`src/rtl/io_pkg.sv`:
```
// Shared constants for the CPU IO responder: register offsets and bus widths.
package io_pkg;

    localparam logic [7:0] LED_LO_OFS = 8'h60;
    localparam logic [7:0] LED_HI_OFS = 8'h62;
    localparam logic [7:0] SW_LO_OFS  = 8'h70;
    localparam logic [7:0] SW_HI_OFS  = 8'h72;

    localparam int LED_W     = 24;
    localparam int SW_W      = 24;
    localparam int IO_DATA_W = 16;

endpackage

```
`src/rtl/switch_debouncer.sv`:
```
// Synchronises a raw switch vector and commits it only after it has been
// stable for DEBOUNCE_CYCLES consecutive cycles; pulses sw_changed on commit.
module switch_debouncer #(
    parameter int SYNC_STAGES     = 2,
    parameter int DEBOUNCE_CYCLES = 1000000,
    parameter int CNT_W           = 20,
    parameter int WIDTH           = 24
) (
    input  logic             clk,
    input  logic             rst_n,
    input  logic [WIDTH-1:0] switch_in,
    output logic [WIDTH-1:0] debounced,
    output logic             sw_changed
);

    localparam logic [CNT_W-1:0] CNT_MAX = CNT_W'(DEBOUNCE_CYCLES - 1);

    logic [SYNC_STAGES-1:0][WIDTH-1:0] sync_q;
    logic [WIDTH-1:0]                  sync_sw;
    logic [WIDTH-1:0]                  cand;
    logic [CNT_W-1:0]                  cnt;

    assign sync_sw = sync_q[SYNC_STAGES-1];

    always_ff @(posedge clk or negedge rst_n) begin
        if (!rst_n) begin
            sync_q <= '0;
        end else begin
            sync_q <= {sync_q[SYNC_STAGES-2:0], switch_in};
        end
    end

    // Any change restarts the window; once saturated the counter holds so a
    // long-stable vector never re-commits or wraps.
    always_ff @(posedge clk or negedge rst_n) begin
        if (!rst_n) begin
            cand       <= '0;
            cnt        <= '0;
            debounced  <= '0;
            sw_changed <= 1'b0;
        end else begin
            sw_changed <= 1'b0;
            if (sync_sw != cand) begin
                cand <= sync_sw;
                cnt  <= '0;
            end else if (cnt == CNT_MAX) begin
                if (cand != debounced) begin
                    debounced  <= cand;
                    sw_changed <= 1'b1;
                end
            end else begin
                cnt <= cnt + CNT_W'(1);
            end
        end
    end

endmodule

```
`src/rtl/io_responder.sv`:
```
// Peripheral end of the CPU IO path: LED registers, debounced switches and a
// zero-latency read mux back to the CPU.
module io_responder
    import io_pkg::*;
#(
    parameter int SYNC_STAGES     = 2,
    parameter int DEBOUNCE_CYCLES = 1000000,
    parameter int CNT_W           = 20
) (
    input  logic                 clk,
    input  logic                 rst_n,
    input  logic                 LEDCtrl,
    input  logic                 SwitchCtrl,
    input  logic                 ioWrite,
    input  logic                 ioRead,
    input  logic [7:0]           addr_low,
    input  logic [31:0]          write_data,
    output logic [IO_DATA_W-1:0] io_rdata,
    input  logic [SW_W-1:0]      switch_in,
    output logic [LED_W-1:0]     led_out,
    output logic                 sw_changed
);

    logic [SW_W-1:0] sw_debounced;
    logic            unused_wdata_hi;

    assign unused_wdata_hi = ^write_data[31:16];

    switch_debouncer #(
        .SYNC_STAGES     (SYNC_STAGES),
        .DEBOUNCE_CYCLES (DEBOUNCE_CYCLES),
        .CNT_W           (CNT_W),
        .WIDTH           (SW_W)
    ) u_debouncer (
        .clk        (clk),
        .rst_n      (rst_n),
        .switch_in  (switch_in),
        .debounced  (sw_debounced),
        .sw_changed (sw_changed)
    );

    // LED writes ignore SwitchCtrl entirely, so an illegal dual select still stores.
    always_ff @(posedge clk or negedge rst_n) begin
        if (!rst_n) begin
            led_out <= '0;
        end else if (LEDCtrl && ioWrite) begin
            case (addr_low)
                LED_LO_OFS: led_out[15:0]  <= write_data[15:0];
                LED_HI_OFS: led_out[23:16] <= write_data[7:0];
                default:    ;
            endcase
        end
    end

    // The CPU samples in the same cycle, so reads are purely combinational;
    // switch reads win if both selects are asserted.
    always_comb begin
        io_rdata = '0;
        if (SwitchCtrl && ioRead) begin
            case (addr_low)
                SW_LO_OFS: io_rdata = sw_debounced[15:0];
                SW_HI_OFS: io_rdata = {8'h00, sw_debounced[23:16]};
                default:   io_rdata = '0;
            endcase
        end else if (LEDCtrl && ioRead) begin
            case (addr_low)
                LED_LO_OFS: io_rdata = led_out[15:0];
                LED_HI_OFS: io_rdata = {8'h00, led_out[23:16]};
                default:    io_rdata = '0;
            endcase
        end
    end

endmodule

```
`config.mk`:
```
export PLATFORM = sky130hd
export DESIGN_NAME = io_responder
export DESIGN_NICKNAME = d
export VERILOG_FILES = /design/src/rtl/io_pkg.sv /design/src/rtl/switch_debouncer.sv /design/src/rtl/io_responder.sv
export SDC_FILE = /design/constraint.sdc
export NUM_CORES = 1
export LEC_CHECK = 0
export CELL_PAD_IN_SITES_DETAIL_PLACEMENT = 2
export CELL_PAD_IN_SITES_GLOBAL_PLACEMENT = 2
export CORE_ASPECT_RATIO = 0.6
export CORE_MARGIN = 4
export CORE_UTILIZATION = 35
export DETAILED_ROUTE_END_ITERATION = 16
export HOLD_SLACK_MARGIN = 0.08
export PLACE_DENSITY = 0.76
export SLEW_MARGIN = 5
export SYNTH_ARGS = -nofsm -noshare
export SYNTH_HDL_FRONTEND = slang
export SYNTH_SLANG_ARGS = --single-unit
export TNS_END_PERCENT = 30
```
`constraint.sdc`:
```
create_clock -name clk -period 2.8 [get_ports clk]
set_clock_uncertainty 0.1 [all_clocks]
set_input_delay 0.28 -clock clk [delete_from_list [all_inputs] [get_ports clk]]
set_output_delay 0.28 -clock clk [all_outputs]
set_load 0.1 [all_outputs]
```
# Word-level counts from Yosys, hierarchy flattened
# Index checks and enable logic that the tools add are counted.
[classes]
n_mul = 0
mux = 9
reduce_logical = 6
n_div = 0
n_eq_ne = 8
bitwise_logic = 1
n_addsub = 1
shifts = 0
order_cmp = 0
[op_table]
columns = ["op", "count"]
rows = [
  ["16-bit case mux with 2 select lines", 2],
  ["24-bit != test", 2],
  ["20-bit two-way mux", 2],
  ["8-bit by 7-bit equality test with 1-bit output, second input constant", 4],
  ["16-bit two-way mux", 2],
  ["20-bit by 1-bit adder with 20-bit output, second input constant", 1],
  ["20-bit equality test, second input constant", 1],
  ["2-bit AND reduction", 2],
  ["1-bit logical AND", 3],
  ["1-bit two-way mux", 3],
  ["3-bit AND reduction", 1],
  ["2-bit by 1-bit != test with 1-bit output, second input constant", 1],
  ["1-bit inverter", 1],
]
[word_totals]
mem_bits_ro = 0
out_inout_bits = 41
ramBits = 0
reg_bits = 141
latchBits = 0
n_memories = 0
in_bits = 70

# Longest topological paths before layout
# Gate-level depths: netlist (run 1).
[depth]
depth_word = 4
ltp_mapped = 7
depth_no_buf = 5

# Modules after synthesis
# A second synthesis (run 1) with hierarchy kept.
[unflattened]
hier_cells = 450
area_unflattened_um2 = 5987.0
[by_module_without_submodules]
columns = ["mod", "cells_per_inst", "instances", "seq_area_each_um2", "area_per_inst_um2"]
rows = [
  ["switch_debouncer", 316, 1, 2927.8, 4464.3],
  ["io_responder", 134, 1, 600.6, 1522.7],
]

# Worst setup path before layout (run 1)
# Ideal clock, no wire load.
[synth_timing]
kind = "in2out"
from = "input addr_low[1]"
to = "output io_rdata[0]"
path_buffers = 2
t_arrival_ns = 2.785
path_slack_ns = -0.365
path_stages = 4
t_required_ns = 2.420
path_cell_list = "clkbuf_1 -> buf_1 -> mux2i_1 -> o22ai_1"
[synth_between]
elab_chain_len = 4
elab_cells_between_ends = 8
cone_classes = "eq/ne: 4; mux: 4"
[synth_rtl]
columns = ["item", "line", "source"]
rows = [
  ["start, declared", "io_responder.sv:16", "input logic [7:0] addr_low,"],
  ["8-bit by 7-bit equality test with 1-bit output", "io_responder.sv:66", "case (addr_low)"],
  ["16-bit case mux with 2 select lines", "io_responder.sv:66", ""],
  ["16-bit two-way mux", "io_responder.sv:65", "end else if (LEDCtrl && ioRead) begin"],
  ["16-bit two-way mux *", "io_responder.sv:59", "if (SwitchCtrl && ioRead) begin"],
  ["end, declared", "io_responder.sv:18", "output logic [IO_DATA_W-1:0] io_rdata,"],
]
# Every way passes the cells marked *; elsewhere a longest branch is shown, timed or not.

# Final worst setup path (run 1)
[layout_timing]
from = "register u_debouncer.cnt[15]"
to = "register u_debouncer.debounced[13]"
[layout_between]
elab_chain_len = 2
[layout_rtl]
columns = ["item", "line", "source"]
rows = [
  ["start, declared", "switch_debouncer.sv:21", "logic [CNT_W-1:0] cnt;"],
  ["start signal, assigned", "switch_debouncer.sv:52", "cnt <= cnt + CNT_W'(1);"],
  ["20-bit equality test", "switch_debouncer.sv:46", "end else if (cnt == CNT_MAX) begin"],
  ["3-bit AND reduction (no source line)", "n/a", ""],
  ["end signal, assigned", "switch_debouncer.sv:48", "debounced <= cand;"],
  ["end, declared", "switch_debouncer.sv:12", "output logic [WIDTH-1:0] debounced,"],
]
# Every way passes these cells.
# A chain may end at the register's enable or synchronous reset.

==> impl_results.md, run 1 <==
* Synth Area in XOR/XNOR at 0.1017
* Largest net degree at the start of global routing at 64
* Slew headroom at 0.5849
* Cell Rows at 35
* Core area at 15630 um2
* Period minus WS final at 2669 ps
* Type of the worst setup path: register to register
* Critical Path Sink Type: register
* Main combinational cell family by area after synthesis: multiplexers
* Initial antenna violation count at 0
* Share of cells above drive strength 1 at 0.2722
* 1st-pass router iterations at 4
* Synth warnings at 0
* Hold Crit Class: input pin to register
* WHS at 174.5 ps
* Routed vias at 3597
* Fin. max-slew vios at 0
* Fmax at 374.7 MHz
* Final core occ at 0.4874
* Total global routing track utilization at 0.1847
* Buffers on Ports at 94
* Pwr dens at 632.3 nW/um2
* Placed cell areas at 6969 um2
* Leakage power at 3.445 nW
* Worst-case clock buffer depth at 2
* Cts bufs inserted at 17
* Mapped cell area at 5684 um2
* RSZ-0062 raised after global routing: false
* Placement Setup Slack at 114.0 ps
* Commonest non-fill, non-tap cell in the layout: dfrtp_1
* Worst setup margin at 130.9 ps
* First-pass GRT wire length at 25880 um
* Mapped Cells at 412
* Placed cell count at 688
* Mapped Nets at 483
* Nets@finish at 576
* Initial Utilization at 0.3636
* Number of H-tree levels at 4
* Area Overhead vs Synth at 34.05%
* Root buf cell: clkbuf_16
* Post-Synth Adder-Cell Area at 0.002201
* Reg clk slew, reported paths at 80 ps
* Placer Congestion at 0.7393
* Post-CTS Setup Bufs at 0
* Final ANT Viol Nets at 0
* Largest fanout on the critical path at 24
* FF+latch area at 3528 um2
* Arrival time worst endpoint at 2880 ps
* Run status: finished, final reports clean
* Worst IR drop on VDD at 388.4 uV
* Setup crit start kind: register
* I/O pin cnt at 111
* Die width at 172.5 um
* Hold violation total from the final report at 0
* CTS sink cnt at 141
* Max-cap violations at 0
* ANT cells at 0
* Post-synthesis mux area share at 0.1382
* Syn avg cell area at 13.80 um2
* Commonest cells after routing, fill and taps aside: dfrtp_1, clkdlybuf4s50_1, buf_4
* Setup TNS at 0 ps
* Via-to-Cell Ratio at 4.989
* Initial DRC Count at 125
* Post-synthesis cell type count at 34
* Synth Area in Compound Gates at 0.03104
* Total chip power at 4.818 mW
* Multi-input gate area at 2026 um2
* WP data required at 3010 ps
* Clk_lat worst skew at 440 ps
* CTS tree: built
* Tcrit/Tclk final at 0.9532
* Design Area, Final at 7620 um2
* Finished Layout Cells at 721
* Synth Register Bits at 141
* # setup viols final at 0
* Worst-Margin Slew at 617.0 ps
* Detailed placement HPWL at 11380 um
* Register area share after synthesis at 0.6207
* DRC viols at 0
* GRT overflow at 0
* Die Ht at 106.7 um
* FILL cells at 1430
* Die area at 18410 um2
* Final wirelength at 16340 um
* Vias in the first global route at 4121
* Simple-gate share of the synthesized area at 0.07946
* Drt wl/cell at 22.67 um
## what timing repair did
| action | CTS | global route |
|---|---|---|
| endpoints found under the setup margin | 0 | 18 |
| gates resized for setup | 0 | 2 |
| hold endpoints to repair | 61 | 0 |
| hold buffers | 1 | 0 |
## layout make-up
cell class	instances	area share
inverters	2	0.0009852
well taps	203	0.03333
clock inverters	15	0.02709
multi-input cells	235	0.2658
flip-flops and latches	141	0.4631
clock buffers	17	0.05583
repair buffers	108	0.1539
## cells in the mapped netlist
cell,number,area (um2)
dfrtp_1,141,3528
xnor2_1,34,297.8
xor2_1,32,280.3
clkbuf_1,29,108.9
mux2_2,28,315.3
nor2_1,27,101.4
mux2_4,20,300.3
mux2i_1,17,170.2
nand4_1,12,75.07
nor4_1,11,68.82
a22o_1,8,70.07
nand3_1,8,40.04
o22ai_1,8,50.05
nor3_1,6,30.03
nand2_1,5,18.77
and4_1,2,17.52
buf_1,2,7.510
buf_6,2,22.52
inv_1,2,7.510
nor2b_1,2,12.51
o2111ai_1,2,17.52
or4_1,2,15.01
and3_1,1,6.260
and4b_1,1,10.01
buf_2,1,5.000
ha_1,1,12.51
nand2b_1,1,6.260
nand4b_1,1,8.760
nand4bb_1,1,11.26
nor2_8,1,20.02
o2111ai_4,1,26.28
o211ai_1,1,7.510
o21ai_0,1,5.000
or4b_1,1,10.01
## worst paths after layout
check / startpoint / end / slack (ps) / cells after the start
hold reg to reg: u_debouncer.sync_q[22]$_DFF_PN0_ / u_debouncer.sync_sw[22]$_DFF_PN0_ / 250 / 0
hold / removal: switch_in[17] / u_debouncer.sync_q[17]$_DFF_PN0_ / 170 / 1
min in group asynchronous: rst_n / u_debouncer.sync_q[20]$_DFF_PN0_ / 300 / 2
max in group asynchronous: rst_n / u_debouncer.sync_q[23]$_DFF_PN0_ / 1520 / 3
setup / recovery: u_debouncer.cnt[15]$_DFFE_PN0P_ / u_debouncer.debounced[13]$_DFFE_PN0P_ / 130 / 6
setup reg to reg: u_debouncer.cnt[15]$_DFFE_PN0P_ / u_debouncer.debounced[13]$_DFFE_PN0P_ / 130 / 6
## logic make-up after synthesis
family,count (synthesis)
compound gates,21
xor+xnor,66
fa+ha+maj,1
buf+inv,36
flops,141
mux,65
simple gates,82
## power breakdown
part           leakage (nW)  switching (mW)  internal [mW]
Sequential             1.80          0.0566           2.10
Clock                 0.304            1.13           1.24
Combinational          1.34           0.169          0.128
## flip-flops by register name, indices dropped and copies added, names as in the netlist
| name | cells |
|---|---|
| u_debouncer.sync_q | 24 |
| u_debouncer.sync_sw | 24 |
| led_out | 24 |
| u_debouncer.cand | 24 |
| u_debouncer.cnt | 20 |
| u_debouncer.debounced | 24 |
| u_debouncer.sw_changed | 1 |
## layer usage
layer,GRT usage,vias up,part of all wire
li1,-,1604,-
met3,0.04510,21,0.038
met2,0.2995,93,0.48
met5,0,-,0
met1,0.2529,1879,0.47
met4,0.04442,0,0.012
## critical path: stages, from the launching register on
cell and delay, ps:
dfrtp_1 420, or4b_1 560, or4_4 580, nor2_8 160
o2111ai_4 150, buf_12 230, mux2_4 320
(Power assumes the default switching activity.)
==> run 2: changes to the inputs <==
--- a/config.mk
+++ b/config.mk
@@ -5,10 +5,10 @@
 export SDC_FILE = /design/constraint.sdc
 export NUM_CORES = 1
 export LEC_CHECK = 0
+export ABC_AREA = 0
 export CELL_PAD_IN_SITES_DETAIL_PLACEMENT = 2
 export CELL_PAD_IN_SITES_GLOBAL_PLACEMENT = 2
 export CORE_ASPECT_RATIO = 0.6
-export CORE_MARGIN = 4
 export CORE_UTILIZATION = 35
 export DETAILED_ROUTE_END_ITERATION = 16
 export HOLD_SLACK_MARGIN = 0.08
==> impl_results.md, run 2 (synthesized netlist as in run 1, its figures left out) <==
* I/O pin cnt at 111 (unchanged)
* Placed cell areas at 6972 um2 (was 6969 um2)
* Hold violation total from the final report at 0 (unchanged)
* Leakage power at 3.420 nW (was 3.445 nW)
* # setup viols final at 0 (unchanged)
* Share of cells above drive strength 1 at 0.2712 (was 0.2722)
* CTS sink cnt at 141 (unchanged)
* Buffers on Ports at 94 (unchanged)
* Comb pwr share at 0.062 (about the same)
* Die width at 166.5 um (was 172.5 um)
* Placer Congestion at 0.7844 (was 0.7393)
* Slowest stage delay, CP at 630 ps (was 580 ps)
* P_int at 3.507 mW (was 3.461 mW)
* Run status: finished with violations (was finished, final reports clean)
* Critical Path Sink Type: register (unchanged)
* Placed cell count at 690 (was 688)
* Worst IR drop on VDD at 345.2 uV (was 388.4 uV)
* Finished Layout Cells at 723 (was 721)
* Clk_lat worst skew at 430 ps (was 440 ps)
* Via-to-Cell Ratio at 4.936 (was 4.989)
* Worst-case clock buffer depth at 2 (unchanged)
* Largest fanout on the critical path at 24 (unchanged)
* Setup crit start kind: register (unchanged)
* Root buf cell: clkbuf_16 (unchanged)
* 1st-pass router iterations at 10 (was 4)
* Reg clk slew, reported paths at 70 ps (was 80 ps)
* Commonest cells after routing, fill and taps aside: dfrtp_1, clkdlybuf4s50_1, buf_4 (unchanged)
* Drt wl/cell at 21.61 um (was 22.67 um)
* Critical path's top delay family: simple AND/OR/NAND/NOR gates (unchanged)
* Post-CTS Setup Bufs at 0 (unchanged)
* WP data required at 3000 ps (was 3010 ps)
* Clk network pwr share at 0.483 (was 0.491)
* Tcrit/Tclk final at 0.9542 (was 0.9532)
* Sequential power share at 0.455 (was 0.447)
* Hold Crit Class: input pin to register (unchanged)
* Routed vias at 3569 (was 3597)
* Nets@finish at 578 (was 576)
* DRC viols at 8 (was 0)
* CTS tree: built (unchanged)
* FILL cells at 1457 (was 1430)
* Design Area, Final at 7567 um2 (was 7620 um2)
* Highest-delay cell along the critical path: or4_1 (was or4_4)
* Number of H-tree levels at 4 (unchanged)
* Die area at 16770 um2 (was 18410 um2)
* Detailed placement HPWL at 10590 um (was 11380 um)
* Cell Rows at 35 (unchanged)
* ANT cells at 0 (unchanged)
* Total chip power at 4.740 mW (was 4.818 mW)
* Initial DRC Count at 163 (was 125)
* Die Ht at 100.7 um (was 106.7 um)
* Period minus WS final at 2672 ps (was 2669 ps)
* Failing checks: design-rule violations
* Final wirelength at 15620 um (was 16340 um)
* Final core occ at 0.4854 (was 0.4874)
* Sw Ratio at 0.2601 (was 0.2817)
* P_sw at 1.233 mW (was 1.357 mW)
* Largest net degree at the start of global routing at 78 (was 64)
* Core area at 15590 um2 (was 15630 um2)
* Vias in the first global route at 4189 (was 4121)
* Fin. max-slew vios at 0 (unchanged)
* Max-cap violations at 0 (unchanged)
* First-pass GRT wire length at 25130 um (was 25880 um)
* Slew headroom at 0.5437 (was 0.5849)
* Pwr dens at 626.4 nW/um2 (was 632.3 nW/um2)
* Crit path buf inv count at 1 (unchanged)
* Type of the worst setup path: register to register (unchanged)
* GRT overflow at 0 (unchanged)
* Fmax at 374.3 MHz (was 374.7 MHz)
* Initial antenna violation count at 0 (unchanged)
* Arrival time worst endpoint at 2880 ps (about the same)
* Worst-Margin Slew at 684.4 ps (was 617.0 ps)
* Commonest non-fill, non-tap cell in the layout: dfrtp_1 (unchanged)
* Crit-path cells: or4b_1 -> or4_1 -> nor2_8 -> o2111ai_4 -> buf_12 -> mux2_4 (was or4b_1 -> or4_4 -> nor2_8 -> o2111ai_4 -> buf_12 -> mux2_4)
* Initial Utilization at 0.3646 (was 0.3636)
* Area Overhead vs Synth at 33.13% (was 34.05%)
* Cts bufs inserted at 17 (unchanged)
* RSZ-0062 raised after global routing: false (unchanged)
* Final ANT Viol Nets at 0 (unchanged)
* Total global routing track utilization at 0.2059 (was 0.1847)
* WHS at 182.2 ps (was 174.5 ps)
==> run 2: cell types whose count changed in the layout (fill, tap and decap cells not counted), sizes merged <==
| cell | previous run | this run |
|---|---|---|
| inv | 10 | 11 |
| clkinvlp | 0 | 4 |
| buf | 55 | 57 |
| clkbuf | 17 | 18 |
| bufinv | 0 | 1 |
| clkinv | 7 | 0 |
==> run 2: worst paths after layout <==
| check | to | slack [ps] | cells after the start | from |
|---|---|---|---|---|
| max in group asynchronous | led_out[2]$_DFFE_PN0P_ | 1450 | 3 | rst_n |
| min in group asynchronous | u_debouncer.sync_q[7]$_DFF_PN0_ | 340 | 2 | rst_n |
| max | u_debouncer.debounced[16]$_DFFE_PN0P_ | 130 | 6 | u_debouncer.cnt[15]$_DFFE_PN0P_ |
| max reg2reg | u_debouncer.debounced[16]$_DFFE_PN0P_ | 130 | 6 | u_debouncer.cnt[15]$_DFFE_PN0P_ |
| min | u_debouncer.sync_q[3]$_DFF_PN0_ | 180 | 1 | switch_in[3] |
| min reg2reg | u_debouncer.sync_sw[16]$_DFF_PN0_ | 250 | 0 | u_debouncer.sync_q[16]$_DFF_PN0_ |
==> run 2: area by class of cell <==
type	count	area (um2)	area share
Inverter	2	7.507	0.0009921
Clock inverter	14	146.4	0.01935
Sequential cell	141	3528	0.4663
Tap cell	203	254.0	0.03356
Clock buffer	18	439.2	0.05804
Multi-Input combinational cell	235	2017	0.2665
Timing Repair Buffer	110	1175	0.1553
==> run 2: stage by stage <==
step	setup slack [ps]	TNS (ps)
2_1_floorplan	-364.6	-2188
6_report	128.3	0
4_1_cts	113.6	0
3_5_place_dp	149.5	0
3_3_place_gp	188.0	0
5_1_grt	26.99	0
==> run 2: routing by layer <==
metal | share of wire | up-vias | track usage
li1 | - | 1606 | -
met1 | 0.47 | 1865 | 0.2704
met2 | 0.47 | 75 | 0.3300
met3 | 0.045 | 23 | 0.05575
met4 | 0.018 | 0 | 0.07479
met5 | 0 | - | 0
==> run 2: what timing repair did <==
item | CTS | global route
hold buffers | 1 | 0
gates resized for setup | 0 | 0
hold endpoints to repair | 73 | 0
==> run 2: power groups by stage <==
| stage | Clock [mW] | Combinational (mW) | Sequential [mW] |
|---|---|---|---|
| final | 2.29 | 0.294 | 2.16 |
| after global routing | 2.44 | 0.314 | 2.16 |
| after CTS | 2.36 | 0.300 | 2.16 |
| after detailed placement | 0 | 0.295 | 2.19 |
| after global placement | 0 | 0.284 | 2.18 |
| after floorplan | 0 | 0.0766 | 2.24 |
==> run 3: changes to the inputs <==
--- a/config.mk
+++ b/config.mk
@@ -6,13 +6,13 @@
 export NUM_CORES = 1
 export LEC_CHECK = 0
 export ABC_AREA = 0
-export CELL_PAD_IN_SITES_DETAIL_PLACEMENT = 2
-export CELL_PAD_IN_SITES_GLOBAL_PLACEMENT = 2
+export CELL_PAD_IN_SITES_DETAIL_PLACEMENT = 1
+export CELL_PAD_IN_SITES_GLOBAL_PLACEMENT = 1
 export CORE_ASPECT_RATIO = 0.6
-export CORE_UTILIZATION = 35
+export CORE_UTILIZATION = 42
 export DETAILED_ROUTE_END_ITERATION = 16
 export HOLD_SLACK_MARGIN = 0.08
-export PLACE_DENSITY = 0.76
+export PLACE_DENSITY = 0.77
 export SLEW_MARGIN = 5
 export SYNTH_ARGS = -nofsm -noshare
 export SYNTH_HDL_FRONTEND = slang
==> impl_results.md, run 3 (synthesized netlist as in run 1, its figures left out) <==
* Hold violation total from the final report at 0 (unchanged)
* Highest-delay cell along the critical path: or4_1 (unchanged)
* Total chip power at 4.749 mW (was 4.740 mW)
* P_sw at 1.182 mW (was 1.233 mW)
* Core area at 13010 um2 (was 15590 um2)
* Initial Utilization at 0.4368 (was 0.3646)
* Largest net degree at the start of global routing at 88 (was 78)
* Reg clk slew, reported paths at 60 ps (was 70 ps)
* Area Overhead vs Synth at 32.51% (was 33.13%)
* CTS sink cnt at 141 (unchanged)
* Critical Path Sink Type: register (unchanged)
* RSZ-0062 raised after global routing: false (unchanged)
* Failing checks: design-rule violations (unchanged)
* Type of the worst setup path: register to register (unchanged)
* WHS at 188.3 ps (was 182.2 ps)
* Hold Crit Class: input pin to register (unchanged)
* Cts bufs inserted at 17 (unchanged)
* Die width at 152.2 um (was 166.5 um)
* Nets@finish at 575 (was 578)
* Design Area, Final at 7532 um2 (was 7567 um2)
* Die area at 14020 um2 (was 16770 um2)
* Detailed placement HPWL at 9314 um (was 10590 um)
* Pwr dens at 630.5 nW/um2 (was 626.4 nW/um2)
* Worst-Margin Slew at 696.7 ps (was 684.4 ps)
* FF+latch area at 3528 um2 (unchanged)
* ANT cells at 0 (unchanged)
* CTS tree: built (unchanged)
* Number of H-tree levels at 4 (unchanged)
* Arrival time worst endpoint at 2890 ps (was 2880 ps)
* # setup viols final at 0 (unchanged)
* Placed cell areas at 6920 um2 (was 6972 um2)
* Finished Layout Cells at 687 (was 723)
* Setup crit start kind: register (unchanged)
* Fmax at 371.8 MHz (was 374.3 MHz)
* Worst IR drop on VDD at 360.7 uV (was 345.2 uV)
* Sequential power share at 0.454 (was 0.455)
* Commonest cells after routing, fill and taps aside: dfrtp_1, clkdlybuf4s50_1, buf_4 (unchanged)
* Via-to-Cell Ratio at 5.148 (was 4.936)
* Largest fanout on the critical path at 24 (unchanged)
* Placer Congestion at 0.8023 (was 0.7844)
* Period minus WS final at 2689 ps (was 2672 ps)
* Commonest non-fill, non-tap cell in the layout: dfrtp_1 (unchanged)
* Run status: finished with violations (unchanged)
* Vias in the first global route at 3904 (was 4189)
* I/O pin cnt at 111 (unchanged)
* Final core occ at 0.5788 (was 0.4854)
* GRT overflow at 0 (unchanged)
* Initial DRC Count at 210 (was 163)
* Final wirelength at 13910 um (was 15620 um)
* Die Ht at 92.11 um (was 100.7 um)
* Clk network pwr share at 0.486 (was 0.483)
* P_int at 3.568 mW (was 3.507 mW)
* Tcrit/Tclk final at 0.9605 (was 0.9542)
* Slowest stage delay, CP at 630 ps (about the same)
* Comb pwr share at 0.061 (was 0.062)
* Setup TNS at 0 ps (unchanged)
* Multi-input gate area at 2017 um2 (unchanged)
* 1st-pass router iterations at 12 (was 10)
* WP data required at 3000 ps (about the same)
* Share of cells above drive strength 1 at 0.2669 (was 0.2712)
* Total global routing track utilization at 0.2177 (was 0.2059)
* Clk_lat worst skew at 420 ps (was 430 ps)
* Crit-path cells: or4b_1 -> or4_1 -> nor2_8 -> o2111ai_4 -> buf_12 -> mux2_4 (unchanged)
* First-pass GRT wire length at 22560 um (was 25130 um)
* Drt wl/cell at 20.24 um (was 21.61 um)
* Worst setup margin at 110.6 ps (was 128.3 ps)
* Cell Rows at 32 (was 35)
* Fin. max-slew vios at 0 (unchanged)
* Root buf cell: clkbuf_16 (unchanged)
* Slew headroom at 0.5313 (was 0.5437)
* Routed vias at 3537 (was 3569)
* Initial antenna violation count at 0 (unchanged)
* Leakage power at 3.426 nW (was 3.420 nW)
* Sw Ratio at 0.2488 (was 0.2601)
* Buffers on Ports at 94 (unchanged)
* Max-cap violations at 0 (unchanged)
* Post-CTS sizing at 0 (unchanged)
* Final ANT Viol Nets at 0 (unchanged)
* FILL cells at 1229 (was 1457)
* DRC viols at 9 (was 8)
* Placement Setup Slack at 138.3 ps (was 149.5 ps)
* Placed cell count at 654 (was 690)
* Worst-case clock buffer depth at 2 (unchanged)
-- run 3: power by group through the flow --
stage / Clock (mW) / Sequential, mW / Combinational [mW]
global placement: 0 / 2.18 / 0.281
detailed placement: 0 / 2.19 / 0.288
floorplan: 0 / 2.24 / 0.0766
global route: 2.44 / 2.16 / 0.311
finish: 2.31 / 2.15 / 0.289
CTS: 2.36 / 2.15 / 0.295
-- run 3: metal layers --
layer  share of wire  routed length [um]  track usage
met1            0.47                6569       0.3009
met5               0                   0            0
met3           0.050                 695      0.05766
met4          0.0096                 133      0.07143
met2            0.47                6509       0.3341
-- run 3: worst max-delay path: cells and delay by family (launching register included) --
family | cells | cell delay [ps]
simple gates | 3 | 1330
flops | 1 | 420
compound gates | 1 | 150
buf+inv | 1 | 250
mux | 1 | 310
-- run 3: path summary, 6_finish.rpt --
path,startpoint,cells past startpoint,slack (ps),to
setup reg to reg,u_debouncer.cnt[15]$_DFFE_PN0P_,6,110,u_debouncer.debounced[18]$_DFFE_PN0P_
min in group asynchronous,rst_n,2,300,u_debouncer.cand[21]$_DFFE_PN0N_
setup / recovery,u_debouncer.cnt[15]$_DFFE_PN0P_,6,110,u_debouncer.debounced[18]$_DFFE_PN0P_
max in group asynchronous,rst_n,3,1450,u_debouncer.cand[18]$_DFFE_PN0N_
hold / removal,switch_in[1],1,190,u_debouncer.sync_q[1]$_DFF_PN0_
hold reg to reg,u_debouncer.sync_q[18]$_DFF_PN0_,0,250,u_debouncer.sync_sw[18]$_DFF_PN0_
-- run 3: final cells by class --
| cell class | instances | area share |
|---|---|---|
| Clock buffer | 17 | 0.05648 |
| Clock inverter | 15 | 0.02342 |
| Inverter | 2 | 0.0009967 |
| Multi-Input combinational cell | 235 | 0.2678 |
| Sequential cell | 141 | 0.4684 |
| Tap cell | 170 | 0.02824 |
| Timing Repair Buffer | 107 | 0.1547 |
-- run 3: timing repair --
item / 4_1_cts / 5_1_grt
hold buffers: 1 / 0
hold endpoints to repair: 54 / 0
buffers inserted: 0 / 0
==> RTL change: new RTL, flow settings as in run 2 <==
Set the package constant `SW_W` to 48 (it was 24).
--- a/src/rtl/io_pkg.sv
+++ b/src/rtl/io_pkg.sv
@@ -8,5 +8,5 @@
 
     localparam int LED_W     = 24;
-    localparam int SW_W      = 24;
+    localparam int SW_W      = 48;
     localparam int IO_DATA_W = 16;
 
Ports: changed (resized switch_in); port bits go from 111 to 135. No check against the original RTL was run, so the function may have changed too.
==> RTL change against run 2 <==
  * The flow finishes with violations (setup timing)
  * Critical path depth grew 1
  * Setup slack lost 0.13 ns
  * Final area grew 59%
  * Synthesized area grew 59%
  * Via count grew 54%
  * Synthesized cell count grew 56%
  * Total power grew 57%
  * Count of clock-buffer cells in the layout grew 14
  * Wire length grew 67%
  * Sequential cell count grew 96
  * Critical path type unchanged
==> RTL change: results (changes against run 2) <==
<table>
<tr><th>Metric</th><th>Value</th></tr>
<tr><th colspan="2">Power</th></tr>
<tr><td>Clock group power</td><td>3.31 mW (+45%)</td></tr>
<tr><td>Leakage</td><td>5.52 nW (+62%)</td></tr>
<tr><th colspan="2">STA</th></tr>
<tr><td>Final setup fails</td><td>3 (+3)</td></tr>
<tr><td>Worst slew slack as a fraction of its limit</td><td>0.515 (-0.0284)</td></tr>
<tr><td>Min setup slack post-route</td><td>-0.00429 ns (-0.133 ns)</td></tr>
<tr><th colspan="2">GRT</th></tr>
<tr><td>Via count of the first global-routing pass</td><td>6332 (+51%)</td></tr>
<tr><td>Initial antenna violation count</td><td>1 (+1)</td></tr>
<tr><td>Largest net degree at the start of global routing</td><td>84 (+7.7%)</td></tr>
<tr><td>First-pass GRT wire length</td><td>38800 µm (+55%)</td></tr>
<tr><th colspan="2">Critical path</th></tr>
<tr><td>Slowest library cell on the worst path</td><td>or4_4</td></tr>
<tr><th colspan="2">Drt</th></tr>
<tr><td>Detailed-routing iteration count for the pre-antenna-repair pass</td><td>4 (-6)</td></tr>
<tr><td>Total wire length after detailed routing</td><td>26100 µm (+67%)</td></tr>
<tr><th colspan="2">Synth</th></tr>
<tr><td>Synth Net Count</td><td>738 (+53%)</td></tr>
<tr><td>Top cells by count, synth</td><td>237 x dfrtp_1, 82 x xor2_1, 54 x clkbuf_1</td></tr>
<tr><th colspan="2">Placed design</th></tr>
<tr><td>Half-perimeter wire length of the detailed placement result</td><td>17700 µm (+67%)</td></tr>
<tr><td>Cells after DPL</td><td>1060 (+54%)</td></tr>
<tr><td>Instance area at placement</td><td>0.0108 mm² (+54%)</td></tr>
<tr><td>Routability Congestion</td><td>0.824 (+5.1%)</td></tr>
<tr><td>Quantity of I/O buffers inserted on ports</td><td>118 (+26%)</td></tr>
<tr><th colspan="2">Final layout</th></tr>
<tr><td>Filler Cell Count</td><td>2336 (+60%)</td></tr>
<tr><td>Sequential cell area</td><td>0.00594 mm² (+68%)</td></tr>
<tr><td>Layout non-clock buf frac</td><td>0.150 (-0.00482)</td></tr>
<tr><td>Number of flip-flops and latches</td><td>237 (+68%)</td></tr>
<tr><th colspan="2">Outcome</th></tr>
<tr><td>Failing checks</td><td>setup timing</td></tr>
<tr><td>Run status</td><td>finished with violations</td></tr>
</table>
==> RTL change: changes by cell type after synthesis, moves of 9 or more <==
cell | before | now
nand4_1 | 12 | 21
nor4_1 | 11 | 27
mux2i_1 | 17 | 1
mux2_2 | 28 | 52
a22oi_1 | 0 | 16
nand2_1 | 5 | 17
xor2_1 | 32 | 82
dfrtp_1 | 141 | 237
clkbuf_1 | 29 | 54
==> RTL change: worst paths after layout <==
path,start,to,slack (ns),cells past startpoint
max reg2reg,u_debouncer.cnt[3],u_debouncer.debounced[37],-0.004,7
max in group asynchronous,rst_n,u_debouncer.cnt[8],1.57,3
min in group asynchronous,rst_n,u_debouncer.sync_q[18],0.24,2
max,u_debouncer.cnt[3],u_debouncer.debounced[37],-0.004,7
min reg2reg,u_debouncer.sync_q[10],u_debouncer.sync_sw[10],0.25,0
min,switch_in[5],u_debouncer.sync_q[5],0.09,1
==> RTL change: cell families after synthesis <==
logic type | count (synthesis) | synth area share
flops | 237 | 0.658
xor+xnor | 113 | 0.110
compound gates | 26 | 0.0222
buf+inv | 63 | 0.0303
mux | 73 | 0.0994
fa+ha+maj | 1 | 0.00139
simple gates | 130 | 0.0792
==> RTL change: timing repair <==
| item | CTS | global route |
|---|---|---|
| pin swaps | 0 | 15 |
| endpoints found under the hold margin | 82 | 0 |
| cloned | 0 | 3 |
| resized for setup | 6 | 41 |
| buffers inserted | 0 | 15 |
| endpoints found under the setup margin | 66 | 62 |
| hold buffers | 6 | 0 |
==> RTL change: metal layers <==
metal	up-vias	part of all wire	track usage
li1	2448	-	-
met1	2915	0.46	0.275
met2	105	0.48	0.316
met3	41	0.035	0.0319
met4	2	0.023	0.0493
met5	-	0.00035	0
